### src/rtl/seg_scan_pkg.sv
// seg_scan_pkg: shared constants and helpers for the multiplexed BCD display scanner
package seg_scan_pkg;
    localparam int NUM_DIGITS = 4;
    localparam int IDX_W = 2;
    localparam logic [3:0] AN_OFF = 4'b1111;
    localparam logic [3:0] BCD_MAX = 4'd9;
    function automatic logic has_bad(input logic [15:0] v);
        has_bad = 1'b0;
        for (int i = 0; i < NUM_DIGITS; i++)
            if (v[4*i +: 4] > BCD_MAX) has_bad = 1'b1;
    endfunction
endpackage

### src/rtl/seg_scan_if.sv
// seg_scan_if: value-load handshake and decoder/anode pins between the counter logic and the scanner
interface seg_scan_if;
    logic        enable;
    logic        blank_lz;
    logic        load;
    logic [15:0] load_value;
    logic        load_ack;
    logic [3:0]  bcd;
    logic [3:0]  an;
    logic        bcd_err;
    modport master (output enable, blank_lz, load, load_value, input load_ack, bcd, an, bcd_err);
    modport slave  (input enable, blank_lz, load, load_value, output load_ack, bcd, an, bcd_err);
endinterface

### src/rtl/seg_scan_tick.sv
// seg_scan_tick: slot prescaler; counts 0..REFRESH_DIV-1 while enabled and flags the last cycle of a slot
module seg_scan_tick #(
    parameter int REFRESH_DIV = 100000,
    localparam int TW = $clog2(REFRESH_DIV)
) (
    input  logic          clk,
    input  logic          rst_n,
    input  logic          enable,
    output logic [TW-1:0] tick,
    output logic          slot_end
);
    assign slot_end = enable && tick == TW'(REFRESH_DIV - 1);
    always_ff @(posedge clk or negedge rst_n)
        if (!rst_n) tick <= '0;
        else tick <= (!enable || slot_end) ? '0 : tick + 1'b1;
endmodule

### src/rtl/seg_scan_ctrl.sv
// seg_scan_ctrl: scans a double-buffered 4-digit BCD value onto one shared decoder and active-low anodes,
// with per-slot dead time and optional leading-zero blanking
module seg_scan_ctrl
    import seg_scan_pkg::*;
#(
    parameter int REFRESH_DIV = 100000,
    parameter int DEAD_TICKS  = 1000
) (
    input logic       clk,
    input logic       rst_n,
    seg_scan_if.slave bus
);
    localparam int TW = $clog2(REFRESH_DIV);
    logic [TW-1:0]    tick;
    logic             slot_end, frame_end, commit, pending, blanked;
    logic [IDX_W-1:0] idx;
    logic [15:0]      pbuf, active;
    logic [3:0]       nib;
    seg_scan_tick #(.REFRESH_DIV(REFRESH_DIV)) u_tick (
        .clk      (clk),
        .rst_n    (rst_n),
        .enable   (bus.enable),
        .tick     (tick),
        .slot_end (slot_end)
    );
    // Commits only at a frame boundary, or immediately while dark since nothing can tear
    always_comb begin
        frame_end = slot_end && idx == IDX_W'(NUM_DIGITS - 1);
        commit    = pending && (frame_end || !bus.enable);
        nib       = active[{idx, 2'b00} +: 4];
        blanked   = nib > BCD_MAX || (bus.blank_lz && idx != '0 && (active >> {idx, 2'b00}) == 16'd0);
    end
    always_ff @(posedge clk or negedge rst_n)
        if (!rst_n) begin
            idx     <= '0;
            pending <= 1'b0;
            pbuf    <= '0;
            active  <= '0;
        end else begin
            idx     <= !bus.enable ? '0 : slot_end ? idx + 1'b1 : idx;
            pending <= bus.load || (pending && !commit);
            if (bus.load) pbuf <= bus.load_value;
            if (commit) active <= pbuf;
        end
    // Output stage is one cycle behind the counters
    always_ff @(posedge clk or negedge rst_n)
        if (!rst_n) begin
            bus.load_ack <= 1'b0;
            bus.bcd_err  <= 1'b0;
            bus.bcd      <= '0;
            bus.an       <= AN_OFF;
        end else begin
            bus.load_ack <= commit;
            if (commit) bus.bcd_err <= has_bad(pbuf);
            bus.bcd <= nib;
            bus.an  <= (bus.enable && tick >= TW'(DEAD_TICKS) && !blanked) ? ~(4'b0001 << idx) : AN_OFF;
        end
endmodule

### src/flat_wrapper.sv
// flat-port wrapper written by rule: the top's interface ports become plain ports
module seg_scan_ctrl_flat import seg_scan_pkg::*;
#(
    parameter int REFRESH_DIV = 100000,
    parameter int DEAD_TICKS  = 1000
)
  (clk, rst_n, bus_enable, bus_blank_lz, bus_load, bus_load_value, bus_load_ack, bus_bcd, bus_an, bus_bcd_err);
  seg_scan_if bus_i ();
  input logic clk;
  input logic rst_n;
  input wire logic [$bits(bus_i.enable)-1:0] bus_enable;
  input wire logic [$bits(bus_i.blank_lz)-1:0] bus_blank_lz;
  input wire logic [$bits(bus_i.load)-1:0] bus_load;
  input wire logic [$bits(bus_i.load_value)-1:0] bus_load_value;
  output wire logic [$bits(bus_i.load_ack)-1:0] bus_load_ack;
  output wire logic [$bits(bus_i.bcd)-1:0] bus_bcd;
  output wire logic [$bits(bus_i.an)-1:0] bus_an;
  output wire logic [$bits(bus_i.bcd_err)-1:0] bus_bcd_err;
  assign bus_i.enable = bus_enable;
  assign bus_i.blank_lz = bus_blank_lz;
  assign bus_i.load = bus_load;
  assign bus_i.load_value = bus_load_value;
  assign bus_load_ack = bus_i.load_ack;
  assign bus_bcd = bus_i.bcd;
  assign bus_an = bus_i.an;
  assign bus_bcd_err = bus_i.bcd_err;
  seg_scan_ctrl #(.REFRESH_DIV(REFRESH_DIV), .DEAD_TICKS(DEAD_TICKS)) u_core (.clk(clk), .rst_n(rst_n), .bus(bus_i));
endmodule
### config.mk
export PLATFORM = sky130hd
export DESIGN_NAME = seg_scan_ctrl_flat
export DESIGN_NICKNAME = d
export VERILOG_FILES = /design/src/rtl/seg_scan_pkg.sv /design/src/rtl/seg_scan_if.sv /design/src/rtl/seg_scan_tick.sv /design/src/rtl/seg_scan_ctrl.sv /design/src/flat_wrapper.sv
export SDC_FILE = /design/constraint.sdc
export NUM_CORES = 1
export LEC_CHECK = 0
export BUFFER_PORTS_ARGS = -buffer_cell sky130_fd_sc_hd__buf_4
export CAP_MARGIN = 40
export CORE_AREA = 2 2 72 74
export CTS_CLUSTER_SIZE = 28
export DETAILED_ROUTE_END_ITERATION = 10
export DIE_AREA = 0 0 74 76
export HOLD_SLACK_MARGIN = 0.05
export PLACE_DENSITY = 0.9
export SYNTH_ARGS = -nofsm -noshare
export SYNTH_HDL_FRONTEND = slang
export SYNTH_SLANG_ARGS = --single-unit
export TNS_END_PERCENT = 10
### constraint.sdc
create_clock -name clk -period 5.7 [get_ports clk]
set_clock_uncertainty 0.15 [all_clocks]
set_input_delay 0.855 -clock clk [delete_from_list [all_inputs] [get_ports clk]]
set_output_delay 0.855 -clock clk [all_outputs]
set_load 0.05 [all_outputs]
; After elaboration in Yosys (flattened, before gate mapping)
; Cells that the tools add are included.
[classes]
add_sub_neg = 2
n_mul = 0
n_div = 0
order_cmp = 6
eq_ne = 3
shifts = 3
mux = 8
bitwise = 1
n_reduce_logical = 17
[ops]
columns = op, count
row1 = $gt 4x4->1 const B, 5
row2 = $add 17x1->17 const B, 1
row3 = $eq 17x17->1 const B, 1
row4 = $ge 17x10->1 const B, 1
row5 = $mux 17, 1
row6 = $logic_not 16->1, 1
row7 = $shiftx 16x5->4, 1
row8 = $shr 16x4->16, 1
row9 = $logic_and 1x1->1, 8
row10 = $logic_or 1x1->1, 4
row11 = $mux 1, 4
row12 = $mux 2, 2
row13 = $mux 4, 1
row14 = $not 4->4, 1
row15 = $shl 1x2->4 const A, 1
row16 = $logic_not 1->1, 3
row17 = $add 2x1->2 const B, 1
row18 = $eq 2x2->1 const B, 1
row19 = $ne 2x1->1 const B, 1
row20 = $reduce_bool 2->1, 1
[totals]
ff_bits = 62
latchBits = 0
mem_bits_rw = 0
rom_bits = 0
output_inout_bits = 10
word_cells = 49
mem_count = 0

; Longest topological paths before layout
[depth]
ltp_word = 8
ltp_mapped = 8
depth_no_buf = 6

; Modules after synthesis
; Synthesis repeated with hierarchy kept, for this count alone.
[hier_totals]
cells_unflattened = 211
area_unflattened_um2 = 2762.6
[by_module_without_submodules]
columns = module, instances, cells_each, area_per_inst_um2, seq_area_each_um2
row1 = seg_scan_ctrl, 1, 125, 1899.3, 1131.1
row2 = seg_scan_tick, 1, 86, 863.3, 425.4

; Least setup slack after synthesis
; Ideal clock, no wire load.
[synth_path]
kind = reg2reg
from = register u_core.u_tick.tick[14]
to = register u_core.active[0]
arrival_ns = 2.091
required_time_ns = 5.425
path_slack_ns = 3.334
path_stages_with_launch = 7
n_path_buf = 2
cell_sequence = dfrtp_1 or4_4 nor4b_4 a31o_1 buf_6 buf_12 mux2_4
[synth_via]
elab_chain_len = 5
[synth_lines]
columns = item, line
row1 = from (decl), seg_scan_tick.sv:9  ; output logic [TW-1:0] tick,
row2 = from (signal assigned), seg_scan_tick.sv:15  ; else tick <= (!enable || slot_end) ? '0 : tick + 1'b1;
row3 = $eq 17x17->1, seg_scan_tick.sv:12  ; assign slot_end = enable && tick == TW'(REFRESH_DIV - 1);
row4 = $logic_and 1x1->1, seg_scan_tick.sv:12
row5 = $logic_and 1x1->1, seg_scan_ctrl.sv:28  ; frame_end = slot_end && idx == IDX_W'(NUM_DIGITS - 1);
row6 = $logic_or 1x1->1, seg_scan_ctrl.sv:29  ; commit = pending && (frame_end || !bus.enable);
row7 = $logic_and 1x1->1, seg_scan_ctrl.sv:29
row8 = via u_core.commit, seg_scan_ctrl.sv:15  ; logic slot_end, frame_end, commit, pending, blanked;
row9 = to (signal assigned), seg_scan_ctrl.sv:43  ; if (commit) active <= pbuf;
row10 = to (decl), seg_scan_ctrl.sv:17  ; logic [15:0] pbuf, active;
; The timed path passes the listed nets, and every way through them passes these cells.
; A chain may end at the register's enable or synchronous reset.

; Final worst setup path
[layout_path]
from = register u_core.u_tick.tick[0]
to = register u_core.active[9]
[layout_via]
elab_chain_len = 5
[layout_lines]
columns = item, line
row1 = $eq 17x17->1, seg_scan_tick.sv:12
row2 = $logic_and 1x1->1, seg_scan_tick.sv:12
row3 = $logic_and 1x1->1, seg_scan_ctrl.sv:28
row4 = $logic_or 1x1->1, seg_scan_ctrl.sv:29
row5 = $logic_and 1x1->1, seg_scan_ctrl.sv:29
; Every way passes these cells.

==> results.md <==
- Status: complete, no violations
- Cell Int Power: 736 uW
- RSZ-0062 raised after global routing: false
- Layout cells sized above 1: 34.7%
- CP top delay family: simple AND/OR/NAND/NOR gates
- Antenna-violating nets left: 0
- Drc violations: 0
- GRT met1 Usage: 28.6%
- Mapped Cells: 214
- First-pass GRT wire length: 8.67 mm
- Switching Fraction: 25.5%
- Worst EP required: 5.76 ns
- Crit start category: flop
- Most frequent cells in the layout: dfrtp_1, buf_4, mux2_2
- Initial Utilization: 57.2%
- Routed vias/inst: 5.53
- Row cnt: 26
- CTS buffer count: 9
- Top-level port count: 31
- Setup TNS Final: 0 ns
- Clock sink total: 62
- Worst-path maximum fanout: 17
- Routed vias: 1,776
- Share of power burned in registers: 52.3%
- Most Crowded Layer GR: met2
- Area growth from synthesis to layout: 15.5%
- CP startpoint: u_core.u_tick.tick[0]
- NetSw: 252 uW
- Total grt overflow: 0
- Comb pwr share: 13.9%
- Final net count: 273
- Final number of setup-violating endpoints: 0
- Die H: 76 um
- Final WL: 4.87 mm
- Cells on Worst Hold Path: 1
- Port-buffer cells: 30
- Netlist cell types: 41
- Slowest cell on the critical path: dfrtp_1
- Cell Pwr Density: 305 mW/mm^2
- # hold bufs at CTS: 0
- Final hold vios: 0
- YS warnings: 0
- WHS: 0.360 ns
- H-tree levels: 3
- CTS clock-pin slew for the worst setup and hold paths: 0.06 ns
- VDD IR-drop max: 0.000168 V
- Floorplan core area: 0.00491 sq mm
- FMAX: 400 MHz
- Leading cell type in the layout, fill and taps excluded: dfrtp_1
- Max Cap Viol: 0
- Initial antenna violation count: 0
- Worst Hold Launch: u_core.pbuf[4]
- Largest net degree at the start of global routing: 63
- Critical-path cell list: ha_1 -> and4_1 -> nor4b_4 -> a31o_1 -> buf_8 -> mux2_2
- Crit path arrival time: 2.56 ns
- Seq/Total Area, Yosys: 55.4%
- Placed Cells: 304
- Clock root cell: clkbuf_8
- # diodes: 0
- CTS tree: yes
- DR iter-0 viols: 191
- DRT Pass-1 Iters: 4
- Ys flop type: dfrtp_1
- Asr flop ratio synth: 100%
- Maximum clock path buffer count: 2
- Hold Crit Class: flop to flop
- Routing usage on met3: 5.95%
- Post-CTS setup buffers: 0
- Syn_nets: 241
- GPL Wtd Cong: 0.833
- CP Depth: 6
- Syn avg cell area: 13.1 sq um
- Lkg Pwr: 1.36 nW
- Vias in the first global route: 1,873
- Multi-input gate area: 0.00117 sq mm
- DR WL/cell: 15.2 um
- Die width: 74 um
- Max incr delay on CP: 0.43 ns
- Post-synth EDFFs: 0
- CP Class: flop to flop
- DP HPWL: 3.35 mm
- Final core utilization: 66.0%
- Post-cts sizing count: 0
- #FFs+latches synth: 62
- Fill count: 355
- Max-slew violation count: 0
- Post-route minimum period: 2.50 ns
- Final Non-Filler Cells: 321
- CP Capture Type: flop
- Rel. slew slack: 50.0%
- All-Layer GR Usage: 20.4%
- CP Buf/Inv Count: 1
- Clock power frac: 33.8%
- Met2 GRT Util: 28.8%
- Final worst-path cycle share: 43.8%
- Mapped Area: 0.00281 sq mm
- Reg2Reg Depth: 6
- Clk Latency, worst-skew pair: 0.33 ns
- Actual slew at the worst max-slew pin: 0.750 ns
- Die ar.: 0.00562 sq mm
- Reg-to-reg critical path startpoint: u_core.u_tick.tick[0]
- Register area: 0.00156 sq mm
-- sequential cells by signal, summed over array words and instances (netlist names) --
signal / cells
u_core.active: 16
u_core.bus.an: 4
u_core.bus.bcd: 4
u_core.bus.bcd_err: 1
u_core.bus.load_ack: 1
u_core.idx: 2
u_core.pbuf: 16
u_core.pending: 1
u_core.u_tick.tick: 17
-- logic make-up (layout without fill, tap and decap cells) --
kind of cell	count (synthesis)	in the layout	synth area share (%)
muxes	38	38	18.0
xor gates and xnor gates	12	12	3.74
DFF	62	62	55.4
AOI/OAI and AO/OA	24	24	5.30
buffers and inverters	16	53	3.07
and+or+nand+nor	56	56	11.8
adders and majority gates	6	6	2.67
-- stage by stage --
step / cell area (sq um) / total power [mW] / setup slack [ns]
global placement: 3060 / 0.654 / 2.88
detailed placement: 3060 / 0.660 / 2.83
finish: 3240 / 0.988 / 3.20
CTS: 3230 / 0.994 / 2.81
global route: 3240 / 1.03 / 3.06
floorplan: 2810 / 0.611 / 3.33
-- power groups by stage --
stage	logic, mW	registers, mW	clock network, mW
2_1_floorplan	0.0722	0.539	0
3_3_place_gp	0.133	0.522	0
3_5_place_dp	0.136	0.524	0
4_1_cts	0.137	0.517	0.340
5_1_grt	0.148	0.523	0.362
6_report	0.137	0.517	0.334
-- area by class of cell --
cell class | count | share of cell area (%)
inverter | 6 | 0.694
timing repair buffer | 31 | 7.40
tap | 70 | 2.70
sequential | 62 | 48.0
multi-input combinational | 136 | 35.9
clock buffer | 15 | 5.13
clock inverter | 1 | 0.154
-- worst register-to-register path, stage by stage (launching register included) --
cell and delay, ns:
dfrtp_1 0.43, ha_1 0.24, and4_1 0.35, nor4b_4 0.37, a31o_1 0.28, buf_8 0.21
mux2_2 0.35
-- routing by layer --
metal  wire length, um  share of wire (%)  up-vias
li1                  -                  -      829
met1              2300                 47      902
met2              2330                 48       36
met3               161                3.3        9
met4                83                1.7        0
met5                 0                  0        -
-- synth_stat cells (2+ instances only) --
cell type  instances  area (sq um)
nor4_1             3          18.8
o211ai_1           3          22.5
dfstp_2            4           105
dfrtp_1           58          1450
or4_1              2          15.0
inv_1              6          22.5
nand2_1            8          30.0
xor2_1             6          52.6
nor2_1            14          52.6
nor2b_1            2          12.5
ha_1               6          75.1
mux2_4             9           135
a21oi_1            6          30.0
mux4_2             4          90.1
clkbuf_1           5          18.8
nand4_1            5          31.3
buf_2              2          10.0
and4_1             4          35.0
xnor2_1            6          52.6
and2_1             2          12.5
mux2_2            24           270
or3_1              4          25.0
nand3_1            5          25.0
o21ai_0            9          45.0
-- final timing paths --
path                                      end  slack [ns]
max                          u_core.active[9]        3.20
min                            u_core.pbuf[4]        0.36
max reg2reg                  u_core.active[9]        3.20
min reg2reg                    u_core.pbuf[4]        0.36
max in group asynchronous   u_core.bus.bcd[3]        4.46
min in group asynchronous  u_core.bus.bcd_err        0.43
(Power assumes the default switching activity.)
